[src/rtl/bf_tape_if.sv]
// Command and tape-memory bundle for the tape driver.
// The slave modport is the driver; the master modport is the command source plus the tape memory.
interface bf_tape_if;
    logic       cmd_valid;
    logic [2:0] cmd_op;
    logic       cmd_ready;
    logic       done;
    logic [7:0] cell_value;
    logic       cell_zero;
    logic [5:0] addr;
    logic       bound_hit;
    logic [7:0] ptr_value;
    logic [7:0] ptr_new_value;
    logic       ptr_set_value;
    logic       ptr_move;
    logic       ptr_move_dir;
    logic       roll_back;

    modport slave (
        input  cmd_valid, cmd_op, ptr_value,
        output cmd_ready, done, cell_value, cell_zero, addr, bound_hit,
               ptr_new_value, ptr_set_value, ptr_move, ptr_move_dir, roll_back
    );

    modport master (
        output cmd_valid, cmd_op, ptr_value,
        input  cmd_ready, done, cell_value, cell_zero, addr, bound_hit,
               ptr_new_value, ptr_set_value, ptr_move, ptr_move_dir, roll_back
    );
endinterface

[src/rtl/bf_tape_driver.sv]
// Tape driver: turns one command into a single registered tape-memory strobe, then reports the cell.
// Optional macro SATURATE_ARITH_EN makes INC/DEC saturate at 255/0 instead of wrapping.
module bf_tape_driver (
    input  logic        working_clock,
    input  logic        reset,
    bf_tape_if.slave    bus
);
    localparam logic [1:0] ST_INIT   = 2'd0;
    localparam logic [1:0] ST_IDLE   = 2'd1;
    localparam logic [1:0] ST_ISSUE  = 2'd2;
    localparam logic [1:0] ST_SETTLE = 2'd3;

    localparam logic [2:0] OP_INC    = 3'b000;
    localparam logic [2:0] OP_DEC    = 3'b001;
    localparam logic [2:0] OP_RIGHT  = 3'b010;
    localparam logic [2:0] OP_LEFT   = 3'b011;
    localparam logic [2:0] OP_CLEAR  = 3'b100;
    localparam logic [2:0] OP_REWIND = 3'b101;
    localparam logic [2:0] OP_PEEK   = 3'b110;
    localparam logic [2:0] OP_NOP    = 3'b111;

    localparam logic [5:0] ADDR_LAST = 6'd63;

    logic [1:0] r_state;
    logic [5:0] r_addr;
    logic [7:0] r_cell_value;
    logic [7:0] r_ptr_new_value;
    logic       r_ptr_set_value;
    logic       r_ptr_move;
    logic       r_ptr_move_dir;
    logic       r_roll_back;
    logic       r_done;
    logic       r_bound_hit;
    logic       r_bound_pending;
    logic       r_is_nop;

    logic       w_accept;
    logic [7:0] w_inc_value;
    logic [7:0] w_dec_value;

    assign w_accept = (r_state == ST_IDLE) && bus.cmd_valid;

`ifdef SATURATE_ARITH_EN
    assign w_inc_value = (bus.ptr_value == 8'hFF) ? 8'hFF : bus.ptr_value + 8'd1;
    assign w_dec_value = (bus.ptr_value == 8'h00) ? 8'h00 : bus.ptr_value - 8'd1;
`else
    assign w_inc_value = bus.ptr_value + 8'd1;
    assign w_dec_value = bus.ptr_value - 8'd1;
`endif

    // Strobes default low every edge and are only raised on the accepting
    // edge, so each one is high for exactly the ISSUE cycle.
    always_ff @(posedge working_clock or posedge reset) begin
        if (reset) begin
            r_state         <= ST_INIT;
            r_addr          <= 6'd0;
            r_cell_value    <= 8'd0;
            r_ptr_new_value <= 8'd0;
            r_ptr_set_value <= 1'b0;
            r_ptr_move      <= 1'b0;
            r_ptr_move_dir  <= 1'b0;
            r_roll_back     <= 1'b0;
            r_done          <= 1'b0;
            r_bound_hit     <= 1'b0;
            r_bound_pending <= 1'b0;
            r_is_nop        <= 1'b0;
        end else begin
            r_ptr_set_value <= 1'b0;
            r_ptr_move      <= 1'b0;
            r_ptr_move_dir  <= 1'b0;
            r_roll_back     <= 1'b0;
            r_done          <= 1'b0;
            r_bound_hit     <= 1'b0;

            case (r_state)
                ST_INIT: begin
                    r_state <= ST_IDLE;
                end
                ST_IDLE: begin
                    if (w_accept) begin
                        r_state         <= ST_ISSUE;
                        r_is_nop        <= (bus.cmd_op == OP_NOP);
                        r_bound_pending <= 1'b0;
                        case (bus.cmd_op)
                            OP_INC: begin
                                r_ptr_new_value <= w_inc_value;
                                r_ptr_set_value <= 1'b1;
                            end
                            OP_DEC: begin
                                r_ptr_new_value <= w_dec_value;
                                r_ptr_set_value <= 1'b1;
                            end
                            OP_CLEAR: begin
                                r_ptr_new_value <= 8'd0;
                                r_ptr_set_value <= 1'b1;
                            end
                            OP_RIGHT: begin
                                if (r_addr == ADDR_LAST) begin
                                    r_bound_pending <= 1'b1;
                                end else begin
                                    r_ptr_move     <= 1'b1;
                                    r_ptr_move_dir <= 1'b1;
                                    r_addr         <= r_addr + 6'd1;
                                end
                            end
                            OP_LEFT: begin
                                if (r_addr == 6'd0) begin
                                    r_bound_pending <= 1'b1;
                                end else begin
                                    r_ptr_move <= 1'b1;
                                    r_addr     <= r_addr - 6'd1;
                                end
                            end
                            OP_REWIND: begin
                                r_roll_back <= 1'b1;
                                r_addr      <= 6'd0;
                            end
                            default: begin
                                // PEEK and NOP touch nothing on the tape.
                            end
                        endcase
                    end
                end
                ST_ISSUE: begin
                    r_state <= ST_SETTLE;
                end
                default: begin
                    // SETTLE: memory has absorbed the strobe, so ptr_value is the result.
                    r_state     <= ST_IDLE;
                    r_done      <= 1'b1;
                    r_bound_hit <= r_bound_pending;
                    if (!r_is_nop) begin
                        r_cell_value <= bus.ptr_value;
                    end
                end
            endcase
        end
    end

    assign bus.cmd_ready     = (r_state == ST_IDLE);
    assign bus.done          = r_done;
    assign bus.cell_value    = r_cell_value;
    assign bus.cell_zero     = (r_cell_value == 8'd0);
    assign bus.addr          = r_addr;
    assign bus.bound_hit     = r_bound_hit;
    assign bus.ptr_new_value = r_ptr_new_value;
    assign bus.ptr_set_value = r_ptr_set_value;
    assign bus.ptr_move      = r_ptr_move;
    assign bus.ptr_move_dir  = r_ptr_move_dir;
    assign bus.roll_back     = r_roll_back;
endmodule

[src/flat_wrapper.sv]
// flat-port wrapper written by rule: the top's interface ports become plain ports
module bf_tape_driver_flat 
  (working_clock, reset, bus_cmd_valid, bus_cmd_op, bus_ptr_value, bus_cmd_ready, bus_done, bus_cell_value, bus_cell_zero, bus_addr, bus_bound_hit, bus_ptr_new_value, bus_ptr_set_value, bus_ptr_move, bus_ptr_move_dir, bus_roll_back);
  bf_tape_if bus_i ();
  input  logic working_clock;
  input  logic reset;
  input wire logic [$bits(bus_i.cmd_valid)-1:0] bus_cmd_valid;
  input wire logic [$bits(bus_i.cmd_op)-1:0] bus_cmd_op;
  input wire logic [$bits(bus_i.ptr_value)-1:0] bus_ptr_value;
  output wire logic [$bits(bus_i.cmd_ready)-1:0] bus_cmd_ready;
  output wire logic [$bits(bus_i.done)-1:0] bus_done;
  output wire logic [$bits(bus_i.cell_value)-1:0] bus_cell_value;
  output wire logic [$bits(bus_i.cell_zero)-1:0] bus_cell_zero;
  output wire logic [$bits(bus_i.addr)-1:0] bus_addr;
  output wire logic [$bits(bus_i.bound_hit)-1:0] bus_bound_hit;
  output wire logic [$bits(bus_i.ptr_new_value)-1:0] bus_ptr_new_value;
  output wire logic [$bits(bus_i.ptr_set_value)-1:0] bus_ptr_set_value;
  output wire logic [$bits(bus_i.ptr_move)-1:0] bus_ptr_move;
  output wire logic [$bits(bus_i.ptr_move_dir)-1:0] bus_ptr_move_dir;
  output wire logic [$bits(bus_i.roll_back)-1:0] bus_roll_back;
  assign bus_i.cmd_valid = bus_cmd_valid;
  assign bus_i.cmd_op = bus_cmd_op;
  assign bus_i.ptr_value = bus_ptr_value;
  assign bus_cmd_ready = bus_i.cmd_ready;
  assign bus_done = bus_i.done;
  assign bus_cell_value = bus_i.cell_value;
  assign bus_cell_zero = bus_i.cell_zero;
  assign bus_addr = bus_i.addr;
  assign bus_bound_hit = bus_i.bound_hit;
  assign bus_ptr_new_value = bus_i.ptr_new_value;
  assign bus_ptr_set_value = bus_i.ptr_set_value;
  assign bus_ptr_move = bus_i.ptr_move;
  assign bus_ptr_move_dir = bus_i.ptr_move_dir;
  assign bus_roll_back = bus_i.roll_back;
  bf_tape_driver u_core (.working_clock(working_clock), .reset(reset), .bus(bus_i));
endmodule
[config.mk]
export PLATFORM = sky130hd
export DESIGN_NAME = bf_tape_driver_flat
export DESIGN_NICKNAME = d
export VERILOG_FILES = /design/src/rtl/bf_tape_if.sv /design/src/rtl/bf_tape_driver.sv /design/src/flat_wrapper.sv
export SDC_FILE = /design/constraint.sdc
export NUM_CORES = 1
export LEC_CHECK = 0
export BUFFER_PORTS_ARGS = -buffer_cell sky130_fd_sc_hd__buf_2
export CAP_MARGIN = 30
export CORE_MARGIN = 8
export CORE_UTILIZATION = 55
export CTS_CLUSTER_SIZE = 12
export DETAILED_ROUTE_END_ITERATION = 10
export HOLD_SLACK_MARGIN = 0.1
export PLACE_DENSITY = 0.9
export SLEW_MARGIN = 20
export SYNTH_ARGS = -nofsm -noshare
export SYNTH_HDL_FRONTEND = slang
export SYNTH_SLANG_ARGS = --single-unit
[constraint.sdc]
create_clock -name working_clock -period 3.35 [get_ports working_clock]
set_clock_uncertainty 0.1 [all_clocks]
set_input_delay 0.67 -clock working_clock [delete_from_list [all_inputs] [get_ports working_clock]]
set_output_delay 0.67 -clock working_clock [all_outputs]
set_load 0.01 [all_outputs]
==> results list <==
- The first global-routing pass estimated about 6.7 mm of wire.
* Number of global-route vias before repair: about 1500
- Most frequent cells in the layout: buf_2 (43), dfrtp_1 (32), nand2_1 (17)
* Placer Congestion: just under 0.9
* Adder and majority gate portion of the synthesized area: 5.51%
* Worst-case headroom to the max-slew limit: 48.7%
- Summing the areas of all and, or, nand and nor instances in the mapped netlist gives around a fifth of the synthesized area.
* Fraction of layout cells with a size suffix above 1: approximately 29%
- Internal power comes to a little under 0.001 W.
- In this run the deepest clock path goes through 2 buffers.
- Synthesized area per cell: 9.98 um^2
* Cell types occupying the most area after synthesis: dfrtp_1 (44%), mux2_2 (5.6%), ha_1 (5.5%)
- The count of nets left with antenna violations once routing finished came out at 0.
- Cell Pwr Density: 747 mW/mm^2
- Worst Max-Slew Pin Slew: 0.768 ns
* CTS Hold Bufs: 0
- Synth Area in XOR/XNOR: 4.82%
- The worst register-to-register path begins at u_core.r_state[1].
* Largest family of logic cells by synthesized area: simple AND/OR/NAND/NOR gates
- Post-CTS repair changed the size of 0 cells.
- Counting flops and latches in the post-synthesis netlist gives 32.
* Via/cell ratio: between 5 and 6
* Most frequent standard cell in the layout excluding fill and tap cells: buf_2
* Tot GR Track Use: between 10% and 20%
- Root cell of the clock tree: clkbuf_4
- Setup CP Type: input pin to flop
* Clock network fraction of design power: 14.4%
- After synthesis, the largest area contributor takes up 44.1% of total cell area.
- The endpoint identified for the worst register-to-register timing path is u_core.bus.addr[5].
* Routed wire per std cell: 14.5 um
* Synthesized-area fraction occupied by ao, oa, aoi and oai cells: between 10% and 20%
- Number of standard cells in the final layout excluding fillers: between 200 and 300
- STA puts the critical path data arrival time at 2.62 ns.
- After detailed routing, the number of remaining DRC violations is 0.
- Startpoint Class: input pin
* Total of fill cells in the finished design: ~280
- Maximum number of pins on one net before global-route repair: 33
- DP Wirelength: 3.04 mm
- Logic pwr share: a little over two fifths
- Cell taking the most area after synthesis: dfrtp_1
- Total detailed-routing wirelength: 3.96 mm
* Area delta synth->final: 16.0%
- Pin placement for this block handled 44 I/O pins.
* Number of detailed-routing iterations run before antenna repair: 4
- Min Clock Period, post-route: roughly 2.5 ns
- For this run, the post-layout net count is roughly 250.
- Synthesis produced a netlist whose cell count is ~180.
- The cell area that synthesis handed to floorplanning was approximately 0.0018 mm^2.
* Ys Warns: 0
* CP Data Required Time: ~3.5 ns
- STA classifies the critical path endpoint as a flop.
* Unrepaired setup endpoints after global routing: no
* CTS tree: yes
- The tree built by TritonCTS fans out to 32 sinks.
* Starting density of the core: a little under three fifths
- For this design the static power due to leakage is about 1.0 nW.
- The die covers roughly 0.0054 mm^2.
- Initial antenna violation count: 0
* Worst-Skew Late Latency: roughly 0.32 ns
- Post-CTS setup buffers: 0
- Mapped Nets: just over 200
- GRT Residual Overflow: 0
- Post-route clock period utilization: 74.6%
* Number of failing setup endpoints in the final timing report: 0
- In this run the number of H-tree levels came out at 2.
* Switching share of power: between 30% and 40%
- The final route contains about 1500 vias.
* Result of the run: finished, final reports clean
* Number of max-capacitance violations reported: 0
- Summed over all failing endpoints, the final setup total negative slack is 0 ns.
- After synthesis, the netlist uses 46 different library cells.
- Once placement completed, the tool counted placed cells totaling ~260.
- Multiplexer share of the synthesized area: 6.13%
* Number of buffers added by the clock tree synthesis step: 5
- IR analysis of the VDD net gives a maximum drop of about 0.42 mV.
- Worst-path clk slew: approximately 0.1 ns
- The number of failing hold endpoints at the final stage came to 0.
- Height of the die: about 73 um
- Std-Cell Rows: 21
- Per report_power, the sequential group accounts for 43.4% of the total.
- The worst register-to-register path has a setup slack of 1.17 ns.
- Util after Layout: between 60% and 70%
- First DRT Iteration DRCs: 77
- Width of the chip: 73.5 um
- Net switching power figure: between 0.0006 and 0.0007 W
- The number of slew-limit violations in the final report is 0.
- Worst reg2reg path depth: 7
- Peak clock frequency supported by timing: roughly 0.40 GHz
* Share of synthesized area occupied by flip-flops and latches: between 40 and 50%
- Count of buffers from port buffering: 43
- The repair_antennas step left the layout with diodes totalling 0.
* Worst min path class: input pin to async pin
* Critical path fanouts, max: 8
- In this run the standard cell core region covers around 0.0033 mm^2.
## synth_stat cells (all sizes together)
cell type  count
a2111oi        1
a21boi         1
a21oi          7
a22o           5
a31o           1
a31oi          3
a32oi          1
a41o           1
and2           3
and3           1
buf            5
clkbuf         3
clkinv         1
dfrtp         32
ha             8
inv            5
mux2           9
mux2i          1
nand2         17
nand2b         3
nand3          7
nand3b         1
nand4          2
nor2          12
nor2b          2
nor3          10
nor4           1
o211a          1
o211ai         1
o21a           1
o21ai          9
o2bb2ai        1
o31a           2
o31ai          4
o32ai          1
o41ai          1
or3            4
or3b           1
or4            3
xnor2          7
xor2           3
## final cells by class
| class | count | area (um^2) | area share [%] |
|---|---|---|---|
| clock buffer | 6 | 51.3 | 2.43 |
| inverter | 6 | 27.5 | 1.31 |
| clock inverter | 2 | 10.0 | 0.475 |
| tap | 46 | 57.6 | 2.73 |
| timing repair buffer | 44 | 223 | 10.6 |
| sequential | 32 | 801 | 38.0 |
| multi-input combinational | 136 | 937 | 44.5 |
## state kept, by name, summed over array words and instances, names as in the netlist
name / count
u_core.bus.addr: 6
u_core.bus.done: 1
u_core.bus.ptr_move_dir: 1
u_core.bus.roll_back: 1
u_core.r_is_nop: 1
u_core.bus.ptr_new_value: 8
u_core.r_state: 2
u_core.r_bound_pending: 1
u_core.bus.ptr_move: 1
u_core.bus.ptr_set_value: 1
u_core.bus.bound_hit: 1
u_core.bus.cell_value: 8
## critical path, stage by stage
cell and delay, ns:
buf_2 0.13, or3b_1 0.54, xnor2_1 0.18, ha_1 0.23, o31a_1 0.25, o21ai_0 0.23
a21boi_1 0.12, mux2i_1 0.19, nand2_1 0.07
## metal layers
metal,GRT usage (%),share of wire (%),up-vias
met4,7.76,2.9,0
met3,4.64,6.1,13
met1,19.0,43,715
li1,-,-,748
met5,0,0,-
met2,24.4,48,49
## cell families after synthesis
family | Yosys count
xor+xnor | 10
fa+ha+maj | 8
buf+inv | 14
flops | 32
mux | 10
compound gates | 41
simple gates | 67
## worst max-delay path by stage
stage | slack (ns) | start | cells past startpoint | to
final | 0.85 | bus_cmd_op[2] | 9 | u_core.bus.ptr_new_value[6]
after global routing | 0.69 | bus_cmd_op[2] | 9 | u_core.bus.ptr_new_value[6]
after CTS | 0.87 | bus_cmd_op[2] | 9 | u_core.bus.ptr_new_value[4]
after detailed placement | 0.53 | bus_cmd_op[2] | 9 | u_core.bus.ptr_new_value[4]
after global placement | 0.59 | bus_cmd_op[2] | 9 | u_core.bus.ptr_new_value[4]
after floorplan | 0.85 | bus_cmd_op[2] | 10 | u_core.bus.ptr_new_value[6]
## metrics by stage
step	hold slack, ns	setup slack [ns]	instance area, um^2	total power, W
final	0.301	0.850	2110	0.00157
after global routing	0.332	0.692	2110	0.00170
after CTS	0.305	0.874	2110	0.00159
after detailed placement	0.368	0.531	2050	0.00136
after global placement	0.357	0.595	2050	0.00133
after floorplan	0.342	0.850	1820	0.00112
## power by group through the flow
stage,Clock (W),Combinational [W],Sequential (W)
detailed placement,0,0.000672,0.000690
finish,0.000226,0.000666,0.000683
global placement,0,0.000651,0.000683
floorplan,0,0.000399,0.000718
CTS,0.000230,0.000675,0.000684
global route,0.000252,0.000735,0.000710
Power figures use the tool's default switching activity.
